## config.mk

```make
export PLATFORM = sky130hd
export DESIGN_NAME = peripheral_uart_apb_host
export DESIGN_NICKNAME = d
export VERILOG_FILES = /design/src/rtl/peripheral_uart_pkg.sv /design/src/rtl/peripheral_uart_apb_master_port.sv /design/src/rtl/peripheral_uart_apb_host.sv
export SDC_FILE = /design/constraint.sdc
export NUM_CORES = 1
export LEC_CHECK = 0
export BUFFER_PORTS_ARGS = -buffer_cell sky130_fd_sc_hd__buf_2
export CORE_MARGIN = 2
export CORE_UTILIZATION = 51
export DETAILED_ROUTE_END_ITERATION = 8
export PLACE_DENSITY = 0.87
export SLEW_MARGIN = 20
export SYNTH_ARGS = -nofsm -noshare
export SYNTH_HDL_FRONTEND = slang
export SYNTH_SLANG_ARGS = --single-unit
export TNS_END_PERCENT = 10
```

## constraint.sdc

```tcl
create_clock -name CLK -period 5.5 [get_ports CLK]
set_input_delay 0.275 -clock CLK [delete_from_list [all_inputs] [get_ports CLK]]
set_output_delay 0.275 -clock CLK [all_outputs]
set_load 0.005 [all_outputs]
```

## src/rtl/peripheral_uart_pkg.sv

```systemverilog
// Shared constants and types for the peripheral_uart APB host: register map,
// bit positions inside LCR/LSR, FIFO control init value and FSM encodings.
package peripheral_uart_pkg;

  localparam logic [2:0] OFF_THR = 3'd0;
  localparam logic [2:0] OFF_RBR = 3'd0;
  localparam logic [2:0] OFF_DLL = 3'd0;
  localparam logic [2:0] OFF_IER = 3'd1;
  localparam logic [2:0] OFF_DLM = 3'd1;
  localparam logic [2:0] OFF_FCR = 3'd2;
  localparam logic [2:0] OFF_LCR = 3'd3;
  localparam logic [2:0] OFF_LSR = 3'd5;

  localparam int LCR_DLAB = 7;
  localparam int LSR_DR   = 0;
  localparam int LSR_PE   = 2;
  localparam int LSR_THRE = 5;

  // Clear both FIFOs, RX trigger level 00.
  localparam logic [7:0] FCR_INIT = 8'h06;
  localparam logic [7:0] IER_INIT = 8'h00;

  typedef enum logic [3:0] {
    ST_W_LCRD,
    ST_W_DLL,
    ST_W_DLM,
    ST_W_LCR,
    ST_W_FCR,
    ST_W_IER,
    ST_POLL,
    ST_DECIDE,
    ST_R_RBR,
    ST_W_THR
  } host_state_e;

  typedef enum logic [1:0] {
    APB_IDLE,
    APB_SETUP,
    APB_ACCESS
  } apb_phase_e;

endpackage

```

## src/rtl/peripheral_uart_apb_master_port.sv

```systemverilog
// APB initiator sequencer: turns a held req into one SETUP/ACCESS transfer
// followed by at least one IDLE cycle; done pulses on the completing ACCESS cycle.
module peripheral_uart_apb_master_port
  import peripheral_uart_pkg::*;
#(
  parameter int AW = 12,
  parameter int DW = 32
) (
  input  logic          CLK,
  input  logic          RSTN,
  input  logic          req,
  input  logic [AW-1:0] addr,
  input  logic [DW-1:0] wdata,
  input  logic          write,
  output logic          done,
  output logic [DW-1:0] rdata,
  output logic          err,
  output logic [AW-1:0] PADDR,
  output logic [DW-1:0] PWDATA,
  output logic          PWRITE,
  output logic          PSEL,
  output logic          PENABLE,
  input  logic [DW-1:0] PRDATA,
  input  logic          PREADY,
  input  logic          PSLVERR
);

  apb_phase_e phase, phase_nxt;

  always_comb begin
    phase_nxt = phase;
    case (phase)
      APB_IDLE:   if (req) phase_nxt = APB_SETUP;
      APB_SETUP:  phase_nxt = APB_ACCESS;
      APB_ACCESS: if (PREADY) phase_nxt = APB_IDLE;
      default:    phase_nxt = APB_IDLE;
    endcase
  end

  always_ff @(posedge CLK or negedge RSTN) begin
    if (!RSTN) phase <= APB_IDLE;
    else       phase <= phase_nxt;
  end

  // Address/data/direction captured at SETUP entry and held through ACCESS.
  always_ff @(posedge CLK or negedge RSTN) begin
    if (!RSTN) begin
      PADDR  <= '0;
      PWDATA <= '0;
      PWRITE <= 1'b0;
    end else if (phase == APB_IDLE && req) begin
      PADDR  <= addr;
      PWDATA <= wdata;
      PWRITE <= write;
    end
  end

  // Decoded from the phase register so an async reset drops them at once.
  assign PSEL    = (phase != APB_IDLE);
  assign PENABLE = (phase == APB_ACCESS);
  assign done    = PENABLE && PREADY;
  assign rdata   = PRDATA;
  assign err     = PSLVERR;

endmodule

```

## src/rtl/peripheral_uart_apb_host.sv

```systemverilog
// Programs a peripheral_uart over APB after reset, then polls LSR and bridges
// a valid/ready TX byte stream into THR and RBR into a one-entry RX stream.
module peripheral_uart_apb_host
  import peripheral_uart_pkg::*;
#(
  parameter int          APB_ADDR_WIDTH = 12,
  parameter int          APB_DATA_WIDTH = 32,
  parameter int          UART_BASE      = 0,
  parameter logic [15:0] DIVISOR        = 16'd27,
  parameter logic [7:0]  LCR_CFG        = 8'h03,
  parameter int          TX_FIFO_DEPTH  = 16
) (
  input  logic                      CLK,
  input  logic                      RSTN,
  output logic [APB_ADDR_WIDTH-1:0] PADDR,
  output logic [APB_DATA_WIDTH-1:0] PWDATA,
  output logic                      PWRITE,
  output logic                      PSEL,
  output logic                      PENABLE,
  input  logic [APB_DATA_WIDTH-1:0] PRDATA,
  input  logic                      PREADY,
  input  logic                      PSLVERR,
  input  logic [7:0]                tx_data_i,
  input  logic                      tx_valid_i,
  output logic                      tx_ready_o,
  output logic [7:0]                rx_data_o,
  output logic                      rx_perr_o,
  output logic                      rx_valid_o,
  input  logic                      rx_ready_i,
  output logic                      init_done_o,
  output logic                      slverr_o
);

  localparam int             CW           = $clog2(TX_FIFO_DEPTH + 1);
  localparam logic [CW-1:0]  CREDIT_FULL  = CW'(TX_FIFO_DEPTH);
  localparam logic [7:0]     LCR_FMT      = {1'b0, LCR_CFG[6:0]};
  localparam logic [7:0]     LCR_DLAB_SET = LCR_FMT | (8'h01 << LCR_DLAB);

  host_state_e state, state_nxt;

  logic                      req;
  logic                      write;
  logic [2:0]                off;
  logic [7:0]                wbyte;
  logic                      done;
  logic                      err;
  logic [APB_DATA_WIDTH-1:0] rdata;
  logic [7:0]                lsr_q;
  logic [7:0]                tx_byte_q;
  logic [CW-1:0]             credit_q;
  logic                      tx_take;
  logic                      rx_pending;
  logic                      unused_rdata_hi;

  assign unused_rdata_hi = ^rdata[APB_DATA_WIDTH-1:8];

  // RX wins over TX so a full responder RX FIFO drains first.
  assign rx_pending = lsr_q[LSR_DR] && !rx_valid_o;

  always_comb begin
    state_nxt  = state;
    req        = 1'b0;
    write      = 1'b0;
    off        = OFF_LSR;
    wbyte      = 8'h00;
    tx_ready_o = 1'b0;
    tx_take    = 1'b0;
    case (state)
      ST_W_LCRD: begin
        req = 1'b1; write = 1'b1; off = OFF_LCR; wbyte = LCR_DLAB_SET;
        if (done) state_nxt = ST_W_DLL;
      end
      ST_W_DLL: begin
        req = 1'b1; write = 1'b1; off = OFF_DLL; wbyte = DIVISOR[7:0];
        if (done) state_nxt = ST_W_DLM;
      end
      ST_W_DLM: begin
        req = 1'b1; write = 1'b1; off = OFF_DLM; wbyte = DIVISOR[15:8];
        if (done) state_nxt = ST_W_LCR;
      end
      ST_W_LCR: begin
        req = 1'b1; write = 1'b1; off = OFF_LCR; wbyte = LCR_FMT;
        if (done) state_nxt = ST_W_FCR;
      end
      ST_W_FCR: begin
        req = 1'b1; write = 1'b1; off = OFF_FCR; wbyte = FCR_INIT;
        if (done) state_nxt = ST_W_IER;
      end
      ST_W_IER: begin
        req = 1'b1; write = 1'b1; off = OFF_IER; wbyte = IER_INIT;
        if (done) state_nxt = ST_POLL;
      end
      ST_POLL: begin
        req = 1'b1; off = OFF_LSR;
        if (done) state_nxt = ST_DECIDE;
      end
      ST_DECIDE: begin
        if (rx_pending) begin
          state_nxt = ST_R_RBR;
        end else if (credit_q != '0) begin
          tx_ready_o = 1'b1;
          if (tx_valid_i) begin
            tx_take   = 1'b1;
            state_nxt = ST_W_THR;
          end else begin
            state_nxt = ST_POLL;
          end
        end else begin
          state_nxt = ST_POLL;
        end
      end
      ST_R_RBR: begin
        req = 1'b1; off = OFF_RBR;
        if (done) state_nxt = ST_POLL;
      end
      ST_W_THR: begin
        req = 1'b1; write = 1'b1; off = OFF_THR; wbyte = tx_byte_q;
        if (done) state_nxt = ST_DECIDE;
      end
      default: state_nxt = ST_W_LCRD;
    endcase
  end

  always_ff @(posedge CLK or negedge RSTN) begin
    if (!RSTN) state <= ST_W_LCRD;
    else       state <= state_nxt;
  end

  always_ff @(posedge CLK or negedge RSTN) begin
    if (!RSTN) begin
      lsr_q       <= 8'h00;
      tx_byte_q   <= 8'h00;
      credit_q    <= '0;
      rx_data_o   <= 8'h00;
      rx_perr_o   <= 1'b0;
      rx_valid_o  <= 1'b0;
      init_done_o <= 1'b0;
      slverr_o    <= 1'b0;
    end else begin
      // Credit is reloaded, not accumulated: THRE means the TX FIFO is empty.
      if (state == ST_POLL && done) begin
        lsr_q <= rdata[7:0];
        if (rdata[LSR_THRE]) credit_q <= CREDIT_FULL;
      end
      if (tx_take) begin
        tx_byte_q <= tx_data_i;
        credit_q  <= credit_q - CW'(1);
      end
      if (state == ST_R_RBR && done) begin
        rx_data_o  <= rdata[7:0];
        rx_perr_o  <= lsr_q[LSR_PE];
        rx_valid_o <= 1'b1;
      end else if (rx_valid_o && rx_ready_i) begin
        rx_valid_o <= 1'b0;
      end
      if (state == ST_W_IER && done) init_done_o <= 1'b1;
      if (done && err)               slverr_o    <= 1'b1;
    end
  end

  peripheral_uart_apb_master_port #(
    .AW(APB_ADDR_WIDTH),
    .DW(APB_DATA_WIDTH)
  ) u_port (
    .CLK     (CLK),
    .RSTN    (RSTN),
    .req     (req),
    .addr    (APB_ADDR_WIDTH'(UART_BASE) + APB_ADDR_WIDTH'(off)),
    .wdata   (APB_DATA_WIDTH'(wbyte)),
    .write   (write),
    .done    (done),
    .rdata   (rdata),
    .err     (err),
    .PADDR   (PADDR),
    .PWDATA  (PWDATA),
    .PWRITE  (PWRITE),
    .PSEL    (PSEL),
    .PENABLE (PENABLE),
    .PRDATA  (PRDATA),
    .PREADY  (PREADY),
    .PSLVERR (PSLVERR)
  );

endmodule

```

==> impl_metrics.toml <==
[status]
outcome = "finished, violations left"
violations = "negative hold slack"

[setup_path]
crit_type = "reg2out"
path_max_fanout = 3
worstPathRequired_ns = 5.22
max_stage_delay_ns = 0.48
worst-path-buf-inv = 2
crit_chain = "inv_1 > ha_1 > or4b_4 > and3_2 > buf_2"
critPathArrivalTime_ns = 1.79
end_kind = "output port"
r2r_cells = 3
cpLargestDelayFamily = "simple AND/OR/NAND/NOR gates"
reg2reg_setup_slack_ns = 3.45
slowest_stage = "or4b_4"
rr_startpoint = "state[1]$_DFFE_PN0P_"
r2r-end = "u_port.PWDATA[2]$_DFFE_PN0P_"
cp-start-kind = "register"

[sta]
hold_viol_final = 45
setup_viol = 0
setup_tns_ns = 0
rsz0062_at_grt = "no"
max_freq_ghz = 0.484
worstMarginPinSlew_ns = 0.619
relSlewSlack_pct = 58.7
fin_crit_sh_pct = 37.6
holdWs_ns = -0.0377
drv_slew = 0
final.setup_skew_ns = 0.00442
setup_ws_ns = 3.43
period_minus_slack_ns = 2.07

[route]
post_drt_via_cell_ratio = 5.29
dr.pass1.iters = 4
wl_mm = 4.46
antenna_left = 0
drc = 0
wl_per_cell_um = 13.5
vias = 1751
drt_iter0_drc = 111

[floorplanning]
initial_core_util_pct = 52.1
die_h_um = 72.8
num_io_pins = 106
floorplan.rows = 25
dieArea_um2 = 5300
die_w_um = 72.8
core_um2 = 4630

[min_path]
hp-class = "in2async"

[power]
p_leak_nw = 1.35
p_per_area_nw_per_um2 = 446
vdd_drop_max_mv = 0.259

[global_routing]
grt-ovfl-total = 0
antenna_found_initial = 0
grt_max_degree = 46
grt_use_total_pct = 17.5
grt_first_pass_wirelength_mm = 7.19
grt_pass1_vias = 1579

[yosys]
synth.distinct_cells = 50
synth_edf_count = 0
synth-async-reset-ratio_pct = 100
synth_top_area_share_pct = 46.7
syn_avg_cell_area_um2 = 10.4
yosys.area.top_type = "dfrtp_1"
synth-seq-cells = 45
synthCells = 233
ys.flop_type = "dfrtp_1"
ys_seq_area_share_pct = 46.7
synth_area_leaders = "dfrtp_1 47%, buf_4 11%, mux2_2 9.3%"
syn-cell-area_um2 = 2410
yosys_warnings = 0

[clock_network]
cts-root-buf = "clkbuf_8"
cts_tree = "built"
clkTransAtPathRegs_ns = 0.08
hold_buffers = 0
htreeDepth = 2
cts_buffers = 5
clock_latency_ns = 0.30
cts_sinks = 45
cts_setup_buffers = 0
cts_resized = 0
clockBufferDepth = 2

[finish]
syn_to_final_growth_pct = 9.28
layout_common_cells = "47 x buf_2, 45 x dfrtp_1, 33 x conb_1, 20 x mux2_2, 18 x nand2_1"
drive_above_1_share_pct = 31.0
final_common_cell = "buf_2"
n_antenna_cell = 0
nets = 324

[job]
drv_cap = 0

[placement]
portBuffers = 48
place_congestion = 0.807
pre_cts_slack_ns = 3.48
dpl.hpwl_mm = 3.32
## per-stage QoR
step	power, W	cells	util [%]	hold slack (ns)	cell area [um2]
floorplan	0.000830	265	-	-0.0206	2530
global placement	0.000906	323	54.5	0.441	2520
detailed placement	0.000935	323	54.5	0.451	2520
CTS	0.00118	331	56.9	0.148	2630
global route	0.00126	331	56.9	0.00858	2640
finish	0.00118	331	56.9	-0.0377	2640
## flip-flops by register name (all words and copies together) (netlist names)
signal and cells:
rx_data_o 8, u_port.phase 2, lsr_q 2, u_port.PWDATA 8
rx_valid_o 1, u_port.PADDR 3, rx_perr_o 1, credit_q 5
init_done_o 1, state 4, slverr_o 1, tx_byte_q 8
u_port.PWRITE 1
## how the worst max path moves through the flow
stage | from | end | slack (ns) | depth (start not counted)
floorplan | credit_q[0]$_DFFE_PN0P_ | tx_byte_q[4]$_DFFE_PN0P_ | 3.70 | 6
global placement | state[1]$_DFFE_PN0P_ | u_port.PWDATA[0]$_DFFE_PN0P_ | 3.50 | 3
detailed placement | u_port.phase[0]$_DFFE_PN0P_ | rx_data_o[1]$_DFFE_PN0P_ | 3.48 | 3
CTS | credit_q[0]$_DFFE_PN0P_ | tx_ready_o | 3.42 | 5
global route | state[1]$_DFFE_PN0P_ | u_port.PWDATA[2]$_DFFE_PN0P_ | 3.15 | 3
finish | credit_q[0]$_DFFE_PN0P_ | tx_ready_o | 3.43 | 5
## per-layer routing
| layer | share of wire [%] | global-route usage, % | up-vias |
|---|---|---|---|
| li1 | - | - | 828 |
| met1 | 43 | 22.7 | 839 |
| met2 | 49 | 28.9 | 76 |
| met4 | 1.5 | 6.17 | 0 |
| met3 | 6.9 | 3.87 | 8 |
| met5 | 0 | 0 | - |
## Yosys cell counts (2+ instances only)
library cell	count
xnor2_1	3
o31ai_1	2
buf_2	4
dfrtp_1	45
ha_1	2
nand2_1	18
a21oi_1	9
o21ai_2	2
inv_1	9
o22ai_1	3
o21ai_0	16
or2_2	2
nor2b_1	5
and2_1	2
a2111oi_0	2
clkbuf_1	2
buf_4	34
nor2_1	12
nor3_1	2
mux2i_1	2
nand2b_1	3
mux2_2	20
o32ai_1	2
nand3_1	6
## logic make-up (layout without fill, tap and decap cells)
group,Yosys count,count (layout),synth area share [%]
AOI/OAI and AO/OA,48,48,13.1
xor gates and xnor gates,3,3,1.09
adders and majority gates,2,2,1.04
buffers and inverters,53,65,14.6
DFF,45,45,46.7
muxes,22,22,10.2
other,1,33,0.155
and+or+nand+nor,59,59,13.2
## area by class of cell
| cell class | count | area [um2] |
|---|---|---|
| Timing Repair Buffer | 48 | 243 |
| Fill cell | 413 | 1990 |
| Clock inverter | 2 | 38.8 |
| Inverter | 9 | 33.8 |
| Tap cell | 54 | 67.6 |
| Multi-Input combinational cell | 167 | 1050 |
| Sequential cell | 45 | 1130 |
| Clock buffer | 6 | 72.6 |
## power breakdown
| group | total, W | leakage (nW) | internal (W) | switching (W) |
|---|---|---|---|---|
| Combinational | 0.000393 | 0.722 | 0.000189 | 0.000204 |
| Sequential | 0.000534 | 0.572 | 0.000430 | 0.000104 |
| Clock | 0.000249 | 0.0554 | 0.000136 | 0.000112 |
| Total | 0.00118 | 1.35 | 0.000755 | 0.000420 |
No activity file was read; power rests on OpenSTA's default activity.
